## src/rtl/mem_lsu_pkg.sv

```systemverilog
// Shared load/store unit definitions: widths, funct3 codes, FSM encoding.
package mem_lsu_pkg;

    localparam int unsigned LSU_MEM_ADDR_W = 32;
    localparam int unsigned LSU_REG_DATA_W = 32;
    localparam int unsigned LSU_REG_ADDR_W = 5;
    localparam int unsigned LSU_BE_W       = 4;

    localparam logic [2:0] F3_B  = 3'b000;
    localparam logic [2:0] F3_H  = 3'b001;
    localparam logic [2:0] F3_W  = 3'b010;
    localparam logic [2:0] F3_BU = 3'b100;
    localparam logic [2:0] F3_HU = 3'b101;

    typedef enum logic [1:0] {
        ST_IDLE = 2'd0,
        ST_REQ  = 2'd1,
        ST_WAIT = 2'd2
    } lsu_state_e;

    // Stores accept B/H/W only; loads additionally accept the unsigned forms.
    function automatic logic legal_f3(input logic is_store, input logic [2:0] f3);
        if (is_store) begin
            return f3 inside {F3_B, F3_H, F3_W};
        end
        return f3 inside {F3_B, F3_H, F3_W, F3_BU, F3_HU};
    endfunction

endpackage

```

## src/rtl/mem_lsu_align.sv

```systemverilog
// Byte-lane steering: store byte enables / replication, load lane extraction
// and extension, and access legality (size alignment and funct3 code).
module mem_lsu_align
    import mem_lsu_pkg::*;
#(
    parameter int unsigned DATA_W = LSU_REG_DATA_W
) (
    input  logic                is_store,
    input  logic [2:0]          funct3,
    input  logic [1:0]          addr_lo,
    input  logic [DATA_W-1:0]   store_data,
    input  logic [DATA_W-1:0]   rdata,
    output logic [LSU_BE_W-1:0] be_c,
    output logic [DATA_W-1:0]   wdata_c,
    output logic [DATA_W-1:0]   load_data_c,
    output logic                err_c
);

    logic       misalign;
    logic [7:0]  lane_b;
    logic [15:0] lane_h;

    // Byte enables and replicated write data, keyed by access size.
    always_comb begin
        be_c     = '0;
        wdata_c  = store_data;
        misalign = 1'b0;
        case (funct3[1:0])
            2'b00: begin
                be_c    = LSU_BE_W'(4'b0001 << addr_lo);
                wdata_c = {(DATA_W/8){store_data[7:0]}};
            end
            2'b01: begin
                be_c     = addr_lo[1] ? 4'b1100 : 4'b0011;
                wdata_c  = {(DATA_W/16){store_data[15:0]}};
                misalign = addr_lo[0];
            end
            2'b10: begin
                be_c     = 4'b1111;
                misalign = |addr_lo;
            end
            default: be_c = '0;
        endcase
        err_c = misalign | ~legal_f3(is_store, funct3);
    end

    // Pick the addressed lane from the returned word and extend it.
    always_comb begin
        lane_b = rdata[7:0];
        case (addr_lo)
            2'd0: lane_b = rdata[7:0];
            2'd1: lane_b = rdata[15:8];
            2'd2: lane_b = rdata[23:16];
            2'd3: lane_b = rdata[31:24];
            default: lane_b = rdata[7:0];
        endcase
        lane_h = addr_lo[1] ? rdata[31:16] : rdata[15:0];
        case (funct3)
            F3_B:    load_data_c = {{(DATA_W-8){lane_b[7]}}, lane_b};
            F3_BU:   load_data_c = {{(DATA_W-8){1'b0}}, lane_b};
            F3_H:    load_data_c = {{(DATA_W-16){lane_h[15]}}, lane_h};
            F3_HU:   load_data_c = {{(DATA_W-16){1'b0}}, lane_h};
            default: load_data_c = rdata;
        endcase
    end

endmodule

```

## src/rtl/mem_lsu.sv

```systemverilog
// MEM-stage load/store unit: data-bus handshake FSM, pipeline hold, MEM/WB registers.
module mem_lsu
    import mem_lsu_pkg::*;
#(
    parameter int unsigned MEM_ADDR_W = LSU_MEM_ADDR_W,
    parameter int unsigned REG_DATA_W = LSU_REG_DATA_W
) (
    input  logic                      clk,
    input  logic                      rst,
    input  logic                      mem_wmem_en_i,
    input  logic                      mem_rmem_en_i,
    input  logic [MEM_ADDR_W-1:0]     mem_mem_addr_i,
    input  logic [2:0]                mem_funct3_i,
    input  logic [REG_DATA_W-1:0]     mem_store_data_i,
    input  logic                      mem_wreg_en_i,
    input  logic [LSU_REG_ADDR_W-1:0] mem_wreg_addr_i,
    input  logic [REG_DATA_W-1:0]     mem_wreg_data_i,
    output logic                      dbus_req_o,
    output logic                      dbus_we_o,
    output logic [MEM_ADDR_W-1:0]     dbus_addr_o,
    output logic [REG_DATA_W-1:0]     dbus_wdata_o,
    output logic [LSU_BE_W-1:0]       dbus_be_o,
    input  logic                      dbus_gnt_i,
    input  logic                      dbus_rvalid_i,
    input  logic [REG_DATA_W-1:0]     dbus_rdata_i,
    output logic                      hold_o,
    output logic                      wb_wreg_en_o,
    output logic [LSU_REG_ADDR_W-1:0] wb_wreg_addr_o,
    output logic [REG_DATA_W-1:0]     wb_wreg_data_o,
    output logic                      err_o
);

    lsu_state_e            state;
    lsu_state_e            state_nxt;
    logic                  access;
    logic                  is_store;
    logic                  align_err;
    logic                  access_err;
    logic                  load_done;
    logic [REG_DATA_W-1:0] load_data;

    assign access       = mem_wmem_en_i | mem_rmem_en_i;
    assign is_store     = mem_wmem_en_i;
    assign dbus_we_o    = is_store;
    assign dbus_addr_o  = {mem_mem_addr_i[MEM_ADDR_W-1:2], 2'b00};
    assign load_done    = (state == ST_WAIT) && dbus_rvalid_i;

    mem_lsu_align #(
        .DATA_W (REG_DATA_W)
    ) u_align (
        .is_store    (is_store),
        .funct3      (mem_funct3_i),
        .addr_lo     (mem_mem_addr_i[1:0]),
        .store_data  (mem_store_data_i),
        .rdata       (dbus_rdata_i),
        .be_c        (dbus_be_o),
        .wdata_c     (dbus_wdata_o),
        .load_data_c (load_data),
        .err_c       (align_err)
    );

    // State register; reset abandons any in-flight access.
    always_ff @(posedge clk) begin
        if (rst) begin
            state <= ST_IDLE;
        end else begin
            state <= state_nxt;
        end
    end

    // Next state, bus request and hold; a granted store finishes in its grant cycle.
    always_comb begin
        state_nxt  = state;
        dbus_req_o = 1'b0;
        hold_o     = 1'b0;
        access_err = 1'b0;
        if (!rst) begin
            case (state)
                ST_IDLE: begin
                    if (access) begin
                        if (align_err) begin
                            access_err = 1'b1;
                        end else begin
                            dbus_req_o = 1'b1;
                            if (dbus_gnt_i) begin
                                state_nxt = is_store ? ST_IDLE : ST_WAIT;
                                hold_o    = ~is_store;
                            end else begin
                                state_nxt = ST_REQ;
                                hold_o    = 1'b1;
                            end
                        end
                    end
                end
                ST_REQ: begin
                    dbus_req_o = 1'b1;
                    if (dbus_gnt_i) begin
                        state_nxt = is_store ? ST_IDLE : ST_WAIT;
                        hold_o    = ~is_store;
                    end else begin
                        hold_o = 1'b1;
                    end
                end
                ST_WAIT: begin
                    if (dbus_rvalid_i) begin
                        state_nxt = ST_IDLE;
                    end else begin
                        hold_o = 1'b1;
                    end
                end
                default: state_nxt = ST_IDLE;
            endcase
        end
    end

    // MEM/WB registers: bubble while held or on error, load result or pass-through otherwise.
    always_ff @(posedge clk) begin
        if (rst) begin
            wb_wreg_en_o   <= 1'b0;
            wb_wreg_addr_o <= '0;
            wb_wreg_data_o <= '0;
            err_o          <= 1'b0;
        end else begin
            err_o <= access_err;
            if (hold_o || access_err) begin
                wb_wreg_en_o <= 1'b0;
            end else if (load_done) begin
                wb_wreg_en_o   <= mem_wreg_en_i;
                wb_wreg_addr_o <= mem_wreg_addr_i;
                wb_wreg_data_o <= load_data;
            end else begin
                wb_wreg_en_o   <= mem_wreg_en_i;
                wb_wreg_addr_o <= mem_wreg_addr_i;
                wb_wreg_data_o <= mem_wreg_data_i;
            end
        end
    end

endmodule

```

## config.mk

```make
export PLATFORM = sky130hd
export DESIGN_NAME = mem_lsu
export DESIGN_NICKNAME = d
export VERILOG_FILES = /design/src/rtl/mem_lsu_pkg.sv /design/src/rtl/mem_lsu_align.sv /design/src/rtl/mem_lsu.sv
export SDC_FILE = /design/constraint.sdc
export NUM_CORES = 1
export LEC_CHECK = 0
export CORE_MARGIN = 8
export CORE_UTILIZATION = 37
export DETAILED_ROUTE_END_ITERATION = 10
export PLACE_DENSITY = 0.89
export SLEW_MARGIN = 20
export SYNTH_ARGS = -nofsm -noshare
export SYNTH_HDL_FRONTEND = slang
export SYNTH_SLANG_ARGS = --single-unit
```

## constraint.sdc

```tcl
create_clock -name clk -period 4.9 [get_ports clk]
set_input_delay 1.47 -clock clk [delete_from_list [all_inputs] [get_ports clk]]
set_output_delay 1.47 -clock clk [all_outputs]
set_load 0.005 [all_outputs]
```

==> impl_metrics.env, run 1 <==
export IMPL_cp_startpoint="mem_funct3_i[1]"
export IMPL_hold_path_endpoint="wb_wreg_addr_o[3]$_SDFFE_PP0N_"
export IMPL_r2r_start="state[1]$_SDFFE_PP0P_"
export IMPL_cts_hold_buf=0
export IMPL_finalCriticalPeriod_ns=4.85
export IMPL_ys_seq_area_share_pct=25.6
export IMPL_switching_share_pct=28.9
export IMPL_hold_depth=2
export IMPL_synthAdderAreaFrac_pct=1.56
export IMPL_synth_top_family_by_area="compound AO/OA/AOI/OAI gates"
export IMPL_synth_distinct_cells=48
export IMPL_antenna_found_initial=0
export IMPL_maxCapViolations=0
export IMPL_synthMuxAreaShare_pct=6.35
export IMPL_coreArea_um2=8550
export IMPL_overflow=0
export IMPL_portBuffers=190
export IMPL_peakVddDrop_mv=0.141
export IMPL_diodes=0
export IMPL_area_growth_pct=62.5
export IMPL_grt_use_total_pct=21.6
export IMPL_ys_flop_type="dfxtp_1"
export IMPL_placed_cell_area_um2=4960
export IMPL_drt_pass1_iter_count=5
export IMPL_gp_congestion=0.840
export IMPL_netlist_area_um2=3210
export IMPL_r2r_end="wb_wreg_data_o[15]$_SDFFE_PP0N_"
export IMPL_dr_first_iter_drc_count=167
export IMPL_worstSetupPathType="in -> out"
export IMPL_dieArea_um2=11900
export IMPL_async_reset_ff_share_pct=0
export IMPL_clock_path_buffers=2
export IMPL_fp_row_count=34
export IMPL_synth_compound_area_share_pct=38.9
export IMPL_critPathLaunchType="input port"
export IMPL_endpoint_kind="output port"
export IMPL_cp_max_fo=7
export IMPL_max_freq_mhz=206
export IMPL_p_seq_share_pct=32.6
export IMPL_status="completed"
export IMPL_combPwrFrac_pct=40.1
export IMPL_synth_ff_latch_count=41
export IMPL_hold_viol=0
export IMPL_h_tree_depth=2
export IMPL_skew_ns=0.00614
export IMPL_period_share_pct=99.1
export IMPL_finalInstanceArea_um2=5220
export IMPL_arrival_ns=3.38
export IMPL_antenna_left=0
export IMPL_p_leak_nw=2.12
export IMPL_path_clk_slew_ns=0.09
export IMPL_avgSynthCellArea_um2=8.11
export IMPL_fillers=734
export IMPL_final_nets=693
export IMPL_grt_max_degree=42
export IMPL_min_from="wb_wreg_addr_o[3]$_SDFFE_PP0N_"
export IMPL_synthXorXnorAreaFrac_pct=0
export IMPL_fin_cells=655
export IMPL_cts_tree="built"
export IMPL_synthSimpleGateAreaFrac_pct=11.8
export IMPL_grt_pass1_vias=3898
export IMPL_clockPowerShare_pct=27.3
export IMPL_wl_per_cell_um=21.0
export IMPL_drt_wl_total_mm=13.7
export IMPL_cts_sinks=41
export IMPL_setup_violations=0
export IMPL_reg2reg_slack_ns=2.55
export IMPL_worstRegToRegCells=7
export IMPL_cts_buffers_inserted=5
export IMPL_power_switching_mw=0.353
export IMPL_synth_top_area_share_pct=25.6
export IMPL_clock_latency_ns=0.30
export IMPL_synth_edff_count=0
export IMPL_avgViaCountPerCell=5.57
export IMPL_syn_instance_count=396
export IMPL_synth_warnings=0
export IMPL_hold_path_class="reg -> reg"
export IMPL_grt_pass1_wl_mm=20.5
export IMPL_final_layout_size_suffix_gt1_share_pct=16.8
export IMPL_synth_top_cell_by_area="dfxtp_1"
export IMPL_die_w_um=109
export IMPL_worstPathRequired_ns=3.43
export IMPL_p_int_mw=0.869
export IMPL_cts_root_buffer="clkbuf_8"
export IMPL_tightest_slew_ns=0.738
export IMPL_place_inst=642
export IMPL_num_vias=3647
export IMPL_relSlewSlack_pct=50.6
export IMPL_rsz0062_at_grt="false"
export IMPL_hpwl_mm=10.4
export IMPL_start_util_pct=37.6
export IMPL_pwr_density_cell_nw_per_um2=234
export IMPL_fp_dieH_um=109
export IMPL_synth_area_leaders="dfxtp_1 26%, buf_4 9.8%, o21ai_0 9.0%, o41ai_2 8.1%, o31ai_2 5.5%"
export IMPL_post_route_drc_count=0
export IMPL_ios=253
export IMPL_fin_tns_setup_ns=0
export IMPL_drv_slew=0
[what timing repair did]
item | CTS | global route
buffers inserted | 3 | 0
setup endpoints to repair | 22 | 16
cloned | 1 | 1
gates resized for setup | 22 | 9
pin swaps | 2 | 2
[cells in the mapped netlist, types with 4 or more instances]
| master | n |
|---|---|
| a21oi_1 | 22 |
| a22o_1 | 8 |
| a22oi_1 | 9 |
| buf_2 | 4 |
| buf_4 | 42 |
| buf_6 | 4 |
| clkbuf_1 | 22 |
| dfxtp_1 | 41 |
| ha_1 | 4 |
| inv_1 | 8 |
| mux2_2 | 11 |
| mux2i_1 | 8 |
| nand2_1 | 39 |
| nor2_1 | 25 |
| o21ai_0 | 58 |
| o22ai_1 | 14 |
| o2bb2ai_1 | 8 |
| o31ai_2 | 14 |
| o41ai_2 | 16 |
[worst max-delay path, cell delays in order]
cell and delay, ns:
clkdlybuf4s50_1 0.49, inv_2 0.07, ha_4 0.16, buf_6 0.13, nor2_4 0.13, bufbuf_16 0.28, nand2_1 0.05, nand2_1 0.08
clkdlybuf4s50_1 0.51
[registers in the layout, indices dropped and copies added, names as in the netlist]
| register | flops |
|---|---|
| wb_wreg_en_o | 1 |
| wb_wreg_addr_o | 5 |
| state | 2 |
| err_o | 1 |
| wb_wreg_data_o | 32 |
[cell usage in the layout, fill, tap and decap left out, types with 3 or more instances in the layout]
cell / instances
nand2b_1: 3
a22oi_1: 9
o2bb2ai_1: 8
nand2_1: 38
o41ai_2: 16
o21ai_0: 58
o22ai_1: 14
dlygate4sd2_1: 13
dlymetal6s2s_1: 5
mux2_2: 11
a31oi_1: 3
nor2_1: 24
o31ai_2: 14
dfxtp_1: 41
clkbuf_8: 5
buf_4: 21
clkdlybuf4s50_1: 171
a21oi_1: 20
mux2i_1: 8
a22o_1: 8
inv_1: 6
[metal layers]
layer	global-route usage [%]	wire length (µm)	vias to the layer above
met1	24.8	5300	1716
met4	8.58	449	0
met3	6.68	1170	42
met5	0	0	-
li1	-	-	1719
met2	36.5	6810	170
[metrics by stage]
stage	utilization, %	hold WS [ns]	worst slack, ns	total power, mW
3_3_place_gp	58.0	0.463	-0.169	0.875
5_1_grt	61.0	0.508	0.00145	1.28
2_1_floorplan	-	0.468	0.619	0.620
3_5_place_dp	58.0	0.477	-0.243	0.887
4_1_cts	60.6	0.494	0.0219	1.23
6_report	61.0	0.486	0.0461	1.22
[cells by family after synthesis]
| logic type | count (synthesis) |
|---|---|
| mux | 19 |
| buf+inv | 83 |
| flops | 41 |
| fa+ha+maj | 4 |
| other cells | 1 |
| compound gates | 164 |
| simple gates | 84 |
[layout make-up]
class / count / area [µm²] / share of cell area (%)
clock buffer: 5 / 68.8 / 1.32
clock inverter: 3 / 68.8 / 1.32
inverter: 9 / 37.5 / 0.719
multi-input combinational: 274 / 1950 / 37.4
sequential: 41 / 821 / 15.7
tap: 108 / 135 / 2.59
timing repair buffer: 215 / 2130 / 40.9
[power groups by stage]
| stage | combinational, mW | sequential, mW | clock, mW |
|---|---|---|---|
| 4_1_cts | 0.490 | 0.399 | 0.339 |
| 2_1_floorplan | 0.212 | 0.408 | 0 |
| 5_1_grt | 0.523 | 0.403 | 0.351 |
| 6_report | 0.490 | 0.399 | 0.333 |
| 3_5_place_dp | 0.481 | 0.406 | 0 |
| 3_3_place_gp | 0.472 | 0.403 | 0 |
[worst max-delay path by stage]
stage / end / slack, ns / cells past startpoint
after floorplan: hold_o / 0.62 / 8
after global placement: dbus_req_o / -0.17 / 9
after detailed placement: dbus_req_o / -0.24 / 9
after CTS: dbus_wdata_o[15] / 0.02 / 8
after global routing: dbus_wdata_o[29] / 0.001 / 9
final: dbus_wdata_o[29] / 0.05 / 9
(Power assumes the default switching activity.)
==> run 2: changes to the inputs <==
- CAP_MARGIN: not set -> 10
- SETUP_SLACK_MARGIN: not set -> 0.2
==> impl_metrics.env, run 2 (synthesis results as in run 1) <==
export IMPL_dr_first_iter_drc_count=221
export IMPL_final_common_cell="clkdlybuf4s50_1"
export IMPL_drv_slew=0
export IMPL_antenna_left=0
export IMPL_reg2reg_slack_ns=2.55
export IMPL_peakVddDrop_mv=0.141
export IMPL_max_freq_mhz=213
export IMPL_placed_cell_area_um2=4960
export IMPL_tightest_slew_ns=0.742
export IMPL_critPathLaunchType="input port"
export IMPL_arrival_ns=3.23
export IMPL_largest_reg_flops=32
export IMPL_fin_tns_setup_ns=0
export IMPL_portBuffers=190
export IMPL_diodes=0
export IMPL_overflow=0
export IMPL_final_nets=693
export IMPL_dieArea_um2=11900
export IMPL_top_register="wb_wreg_data_o"
export IMPL_cts_buffers_inserted=5
export IMPL_start_util_pct=37.6
export IMPL_skew_ns=0.00677
export IMPL_h_tree_depth=2
export IMPL_num_vias=3631
export IMPL_maxCapViolations=0
export IMPL_reg_top3="wb_wreg_data_o: 32 flops, wb_wreg_addr_o: 5 flops, state: 2 flops"
export IMPL_drt_wl_total_mm=13.7
export IMPL_cts_root_buffer="clkbuf_8"
export IMPL_die_w_um=109
export IMPL_grt_pass1_wl_mm=20.5
export IMPL_antenna_found_initial=0
export IMPL_crit_path_end="dbus_wdata_o[23]"
export IMPL_wl_per_cell_um=20.9
export IMPL_cp_max_fo=7
export IMPL_cts_sinks=41
export IMPL_mostFrequentLayoutCells="173 x clkdlybuf4s50_1, 58 x o21ai_0, 41 x dfxtp_1, 38 x nand2_1, 24 x nor2_1"
export IMPL_clock_latency_ns=0.30
export IMPL_r2r_end="wb_wreg_data_o[15]$_SDFFE_PP0N_"
export IMPL_grt_pass1_vias=3899
export IMPL_hpwl_mm=10.4
export IMPL_finalInstanceArea_um2=5230
export IMPL_endpoint_kind="output port"
export IMPL_gp_congestion=0.840
export IMPL_worstPathRequired_ns=3.43
export IMPL_status="completed"
export IMPL_worstRegToRegCells=7
export IMPL_r2r_start="state[1]$_SDFFE_PP0P_"
export IMPL_grt_max_degree=42
export IMPL_fp_dieH_um=109
export IMPL_period_share_pct=95.8
export IMPL_relSlewSlack_pct=50.4
export IMPL_cts_tree="built"
export IMPL_grt_use_total_pct=21.6
export IMPL_rsz0062_at_grt="true"
export IMPL_drt_pass1_iter_count=4
export IMPL_final_layout_size_suffix_gt1_share_pct=16.8
export IMPL_p_leak_nw=2.16
export IMPL_setup_violations=0
export IMPL_fp_row_count=34
export IMPL_coreArea_um2=8550
export IMPL_clock_path_buffers=2
export IMPL_area_growth_pct=62.9
export IMPL_hold_path_class="reg -> reg"
export IMPL_hold_viol=0
export IMPL_pwr_density_cell_nw_per_um2=234
export IMPL_finalCriticalPeriod_ns=4.70
export IMPL_worstSetupPathType="in -> out"
export IMPL_path_clk_slew_ns=0.09
export IMPL_cp_startpoint="mem_funct3_i[0]"
export IMPL_post_route_drc_count=0
export IMPL_whs_ns=0.486
export IMPL_p_total_mw=1.22
export IMPL_ios=253
export IMPL_avgViaCountPerCell=5.54
-- run 2: final cells by class --
| type | count | area (µm²) |
|---|---|---|
| Fill cell | 725 | 3320 |
| Timing Repair Buffer | 215 | 2160 |
| Multi-Input combinational cell | 274 | 1940 |
| Sequential cell | 41 | 821 |
| Tap cell | 108 | 135 |
| Clock buffer | 5 | 68.8 |
| Clock inverter | 3 | 68.8 |
| Inverter | 9 | 37.5 |
-- run 2: how the worst min path moves through the flow --
stage                              startpoint  slack (ns)  cells past startpoint                             end
2_1_floorplan  wb_wreg_addr_o[0]$_SDFFE_PP0N_        0.47                      2  wb_wreg_addr_o[0]$_SDFFE_PP0N_
3_3_place_gp   wb_wreg_addr_o[4]$_SDFFE_PP0N_        0.46                      2  wb_wreg_addr_o[4]$_SDFFE_PP0N_
3_5_place_dp   wb_wreg_addr_o[2]$_SDFFE_PP0N_        0.48                      2  wb_wreg_addr_o[2]$_SDFFE_PP0N_
4_1_cts        wb_wreg_data_o[0]$_SDFFE_PP0N_        0.49                      2  wb_wreg_data_o[0]$_SDFFE_PP0N_
5_1_grt        wb_wreg_addr_o[2]$_SDFFE_PP0N_        0.51                      2  wb_wreg_addr_o[2]$_SDFFE_PP0N_
6_report       wb_wreg_addr_o[3]$_SDFFE_PP0N_        0.49                      2  wb_wreg_addr_o[3]$_SDFFE_PP0N_
-- run 2: what timing repair did --
item | in CTS | in global routing
hold endpoints to repair | 0 | 0
setup buffers | 3 | 0
resized for setup | 15 | 13
setup endpoints to repair | 30 | 21
hold buffers | 0 | 0
gates cloned | 1 | 1
pin swaps | 2 | 3
-- run 2: report_power, final --
group          total (mW)  internal (mW)  switching (mW)
clock               0.334          0.205           0.128
sequential          0.398          0.377          0.0213
combinational       0.492          0.289           0.203
-- run 2: metal layers --
metal  up-vias  global-route usage (%)  wire, µm
met2       172                    36.6      6720
met3        42                    6.74      1220
met5         -                       0         0
li1       1717                       -         -
met4         0                    8.49       444
met1      1700                    24.7      5300
-- run 2: worst max-delay path: stages --
cell             delay (ns)
dlygate4sd2_1          0.27
ha_2                   0.21
buf_6                  0.13
nor2_4                 0.13
buf_12                 0.12
buf_12                 0.11
mux2_2                 0.34
clkdlybuf4s50_1        0.44
-- run 2: through the flow --
stage / setup WS (ns) / util (%) / instances
after floorplan: 0.619 / - / 397
after global routing: 0.148 / 61.2 / 655
after CTS: 0.219 / 60.7 / 654
final: 0.204 / 61.2 / 655
after global placement: -0.169 / 58.0 / 642
after detailed placement: -0.243 / 58.0 / 642
==> run 3: changes to the inputs <==
- MAX_ROUTING_LAYER: not set -> met4
==> impl_metrics.env, run 3 <==
export IMPL_worstEndpointType="top-level output"
export IMPL_syn_instance_count=396
export IMPL_synth_area_leaders="dfxtp_1 26%, buf_4 9.8%, o21ai_0 9.0%, o41ai_2 8.1%, o31ai_2 5.5%"
export IMPL_netlist_area_um2=3210
export IMPL_stop_error="[ERROR DRT-0255] Maze Route cannot find path of net mem_mem_addr_i[26] in worker of routeBox ( 96600 0 ) ( 109170 48300 )."
export IMPL_synth_warnings=0
export IMPL_lastStage="detailed routing"
export IMPL_fp_row_count=34
export IMPL_synth_top_cell_by_area="dfxtp_1"
export IMPL_grt_worst_setup_endpoint="dbus_be_o[2]"
export IMPL_die_w_um=109
export IMPL_cts_buffers_inserted=5
export IMPL_ios=253
export IMPL_clock_path_buffers=2
export IMPL_start_util_pct=37.6
export IMPL_hpwl_mm=10.4
export IMPL_synth_ff_latch_count=41
export IMPL_cts_hold_buf=0
export IMPL_synth_compound_area_share_pct=38.9
export IMPL_grt_pass1_wl_mm=20.5
export IMPL_overflow=0
export IMPL_cts_sinks=41
export IMPL_cts_root_buffer="clkbuf_8"
export IMPL_synthXorXnorAreaFrac_pct=0
export IMPL_ys_top_cells_by_count="58 x o21ai_0, 42 x buf_4, 41 x dfxtp_1, 39 x nand2_1, 25 x nor2_1"
export IMPL_grt_use_total_pct=22.3
export IMPL_antenna_found_initial=0
export IMPL_synth_top_family_by_area="compound AO/OA/AOI/OAI gates"
export IMPL_synthMuxAreaShare_pct=6.35
export IMPL_yosysMostFrequentCell="o21ai_0"
export IMPL_synth_distinct_cells=48
export IMPL_status="aborted with a tool error"
export IMPL_synth_edff_count=0
export IMPL_synth_top_area_share_pct=25.6
export IMPL_synthSimpleGateAreaFrac_pct=11.8
export IMPL_grt_pass1_vias=3888
export IMPL_portBuffers=190
export IMPL_ys_seq_area_share_pct=25.6
export IMPL_h_tree_depth=2
export IMPL_synthAdderAreaFrac_pct=1.56
export IMPL_grt_max_degree=42
export IMPL_fp_dieH_um=109
export IMPL_async_reset_ff_share_pct=0
export IMPL_avgSynthCellArea_um2=8.11
export IMPL_placed_cell_area_um2=4960
export IMPL_gp_congestion=0.853
export IMPL_ys_flop_type="dfxtp_1"
==> run 3: timing repair <==
action                     CTS  global route
pin swaps                    2             4
setup endpoints to repair   30            21
setup buffers                3             0
gates cloned                 1             1
gates resized for setup     15            15
==> run 3: metal layers <==
layer / GRT usage, %
met3: 4.67
met5: -
met1: 26.1
met4: 8.49
met2: 36.7
==> run 3: per-stage QoR <==
stage               utilization [%]  worst slack, ns  hold WS [ns]  std cells  setup TNS [ns]
detailed placement             58.0           -0.243         0.477        642           -1.85
global placement               58.0           -0.169         0.463        642          -0.430
floorplan                         -            0.619         0.468        397               0
global route                   61.3            0.132         0.508        655               0
CTS                            60.7            0.219         0.494        654               0
==> run 3: logic make-up after synthesis <==
family | after synthesis
buffers and inverters | 83
adder cells (fa/ha/maj) | 4
AND/OR/NAND/NOR | 84
multiplexers | 19
flip-flops | 41
AO/OA/AOI/OAI | 164
other | 1
==> run 4: changes to the inputs <==
- MAX_ROUTING_LAYER: met4 -> not set
- PLACE_DENSITY: 0.89 -> not set
- PLACE_DENSITY_LB_ADDON: not set -> 0.15
- SETUP_SLACK_MARGIN: 0.2 -> not set
==> impl_metrics.env, run 4 (synthesis results as in run 1) <==
export IMPL_cts_tree="built"
export IMPL_area_growth_pct=62.3
export IMPL_worstPathRequired_ns=3.43
export IMPL_avgViaCountPerCell=5.42
export IMPL_dr_first_iter_drc_count=144
export IMPL_drt_pass1_iter_count=4
export IMPL_antenna_found_initial=0
export IMPL_p_total_mw=1.17
export IMPL_place_inst=644
export IMPL_status="finished, violations left"
export IMPL_portBuffers=190
export IMPL_cts_root_buffer="clkbuf_8"
export IMPL_min_from="wb_wreg_addr_o[1]$_SDFFE_PP0N_"
export IMPL_hold_path_endpoint="wb_wreg_addr_o[1]$_SDFFE_PP0N_"
export IMPL_coreArea_um2=8550
export IMPL_overflow=0
export IMPL_hold_depth=2
export IMPL_cp_max_fo=7
export IMPL_antenna_left=0
export IMPL_mostFrequentLayoutCells="176 x clkdlybuf4s50_1, 58 x o21ai_0, 41 x dfxtp_1, 38 x nand2_1, 25 x buf_4"
export IMPL_relSlewSlack_pct=47.2
export IMPL_reg_top3="wb_wreg_data_o: 32 flops, wb_wreg_addr_o: 5 flops, state: 2 flops"
export IMPL_h_tree_depth=2
export IMPL_period_share_pct=101
export IMPL_maxCapViolations=0
export IMPL_tightest_slew_ns=0.790
export IMPL_wl_per_cell_um=19.8
export IMPL_fp_row_count=34
export IMPL_hpwl_mm=10.1
export IMPL_finalCriticalPeriod_ns=4.95
export IMPL_hold_viol=0
export IMPL_critPathLaunchType="input port"
export IMPL_dieArea_um2=11900
export IMPL_final_util_pct=61.0
export IMPL_peakVddDrop_mv=0.163
export IMPL_final_layout_size_suffix_gt1_share_pct=17.1
export IMPL_r2r_start="state[1]$_SDFFE_PP0P_"
export IMPL_grt_use_total_pct=20.4
export IMPL_pwr_density_cell_nw_per_um2=225
export IMPL_violations="setup timing"
export IMPL_start_util_pct=37.6
export IMPL_largest_reg_flops=32
export IMPL_cts_sinks=41
export IMPL_worstRegToRegCells=7
export IMPL_max_freq_mhz=202
export IMPL_cts_buffers_inserted=5
export IMPL_hold_path_class="reg -> reg"
export IMPL_skew_ns=0.00533
export IMPL_fp_dieH_um=109
export IMPL_grt_pass1_vias=3625
export IMPL_post_route_drc_count=0
export IMPL_endpoint_kind="output port"
export IMPL_top_register="wb_wreg_data_o"
export IMPL_grt_pass1_wl_mm=19.5
export IMPL_clock_path_buffers=2
export IMPL_fillers=778
export IMPL_gp_congestion=0.883
export IMPL_clock_latency_ns=0.30
export IMPL_drv_slew=0
export IMPL_arrival_ns=3.48
export IMPL_final_common_cell="clkdlybuf4s50_1"
export IMPL_die_w_um=109
export IMPL_setup_violations=2
export IMPL_p_leak_nw=2.11
export IMPL_grt_max_degree=42
export IMPL_final_nets=697
export IMPL_dp_slack_ns=-0.232
export IMPL_diodes=0
export IMPL_reg2reg_slack_ns=2.50
export IMPL_worstSetupPathType="in -> out"
export IMPL_num_vias=3569
export IMPL_rsz0062_at_grt="true"
export IMPL_drt_wl_total_mm=13.1
export IMPL_path_clk_slew_ns=0.09
export IMPL_setup_slack_ns=-0.0495
export IMPL_r2r_end="wb_wreg_data_o[22]$_SDFFE_PP0N_"
export IMPL_ios=253
export IMPL_fin_tns_setup_ns=-0.0831
export IMPL_fin_cells=659
[run 4: area by class of cell]
class	count	area, µm²	area share [%]
clock inverter	3	46.3	0.888
sequential	41	821	15.7
multi-input combinational	274	1940	37.2
clock buffer	5	68.8	1.32
tap	108	135	2.59
inverter	9	37.5	0.720
timing repair buffer	219	2160	41.5
[run 4: how the worst max path moves through the flow]
stage	to	cells after the start	start	slack, ns
floorplan	hold_o	8	mem_funct3_i[1]	0.62
global placement	hold_o	7	mem_funct3_i[0]	-0.20
detailed placement	hold_o	7	mem_funct3_i[0]	-0.23
CTS	hold_o	7	mem_funct3_i[0]	-0.09
global route	dbus_wdata_o[23]	8	mem_funct3_i[1]	-0.10
finish	dbus_wdata_o[23]	8	mem_funct3_i[1]	-0.05
[run 4: critical path, stage by stage]
cell             delay [ns]
clkdlybuf4s50_1        0.49
inv_1                  0.07
ha_2                   0.19
buf_6                  0.13
nor2_4                 0.10
bufbuf_16              0.26
mux2_2                 0.32
clkdlybuf4s50_1        0.44
[run 4: stage by stage]
stage | hold WS, ns | area [µm²]
after global routing | 0.523 | 5210
final | 0.482 | 5210
after CTS | 0.487 | 5170
after detailed placement | 0.474 | 4990
after floorplan | 0.468 | 3220
after global placement | 0.459 | 4990
[run 4: timing repair]
action / in CTS / in global routing
hold buffers: 0 / 0
cloned: 1 / 1
gates resized for setup: 16 / 7
setup endpoints to repair: 21 / 16
setup buffers: 3 / 2
pin swaps: 2 / 4
[run 4: per-layer routing]
layer | GRT usage [%] | vias to the layer above | wire (µm)
met4 | 6.46 | 0 | 315
met5 | 0 | - | 0
met1 | 23.5 | 1682 | 5130
met3 | 7.27 | 28 | 1250
met2 | 34.6 | 140 | 6360
li1 | - | 1719 | -
[run 4: report_power, final]
group          total [mW]  switching (mW)  internal [mW]
clock               0.286           0.133          0.153
sequential          0.399          0.0215          0.377
combinational       0.489           0.198          0.290
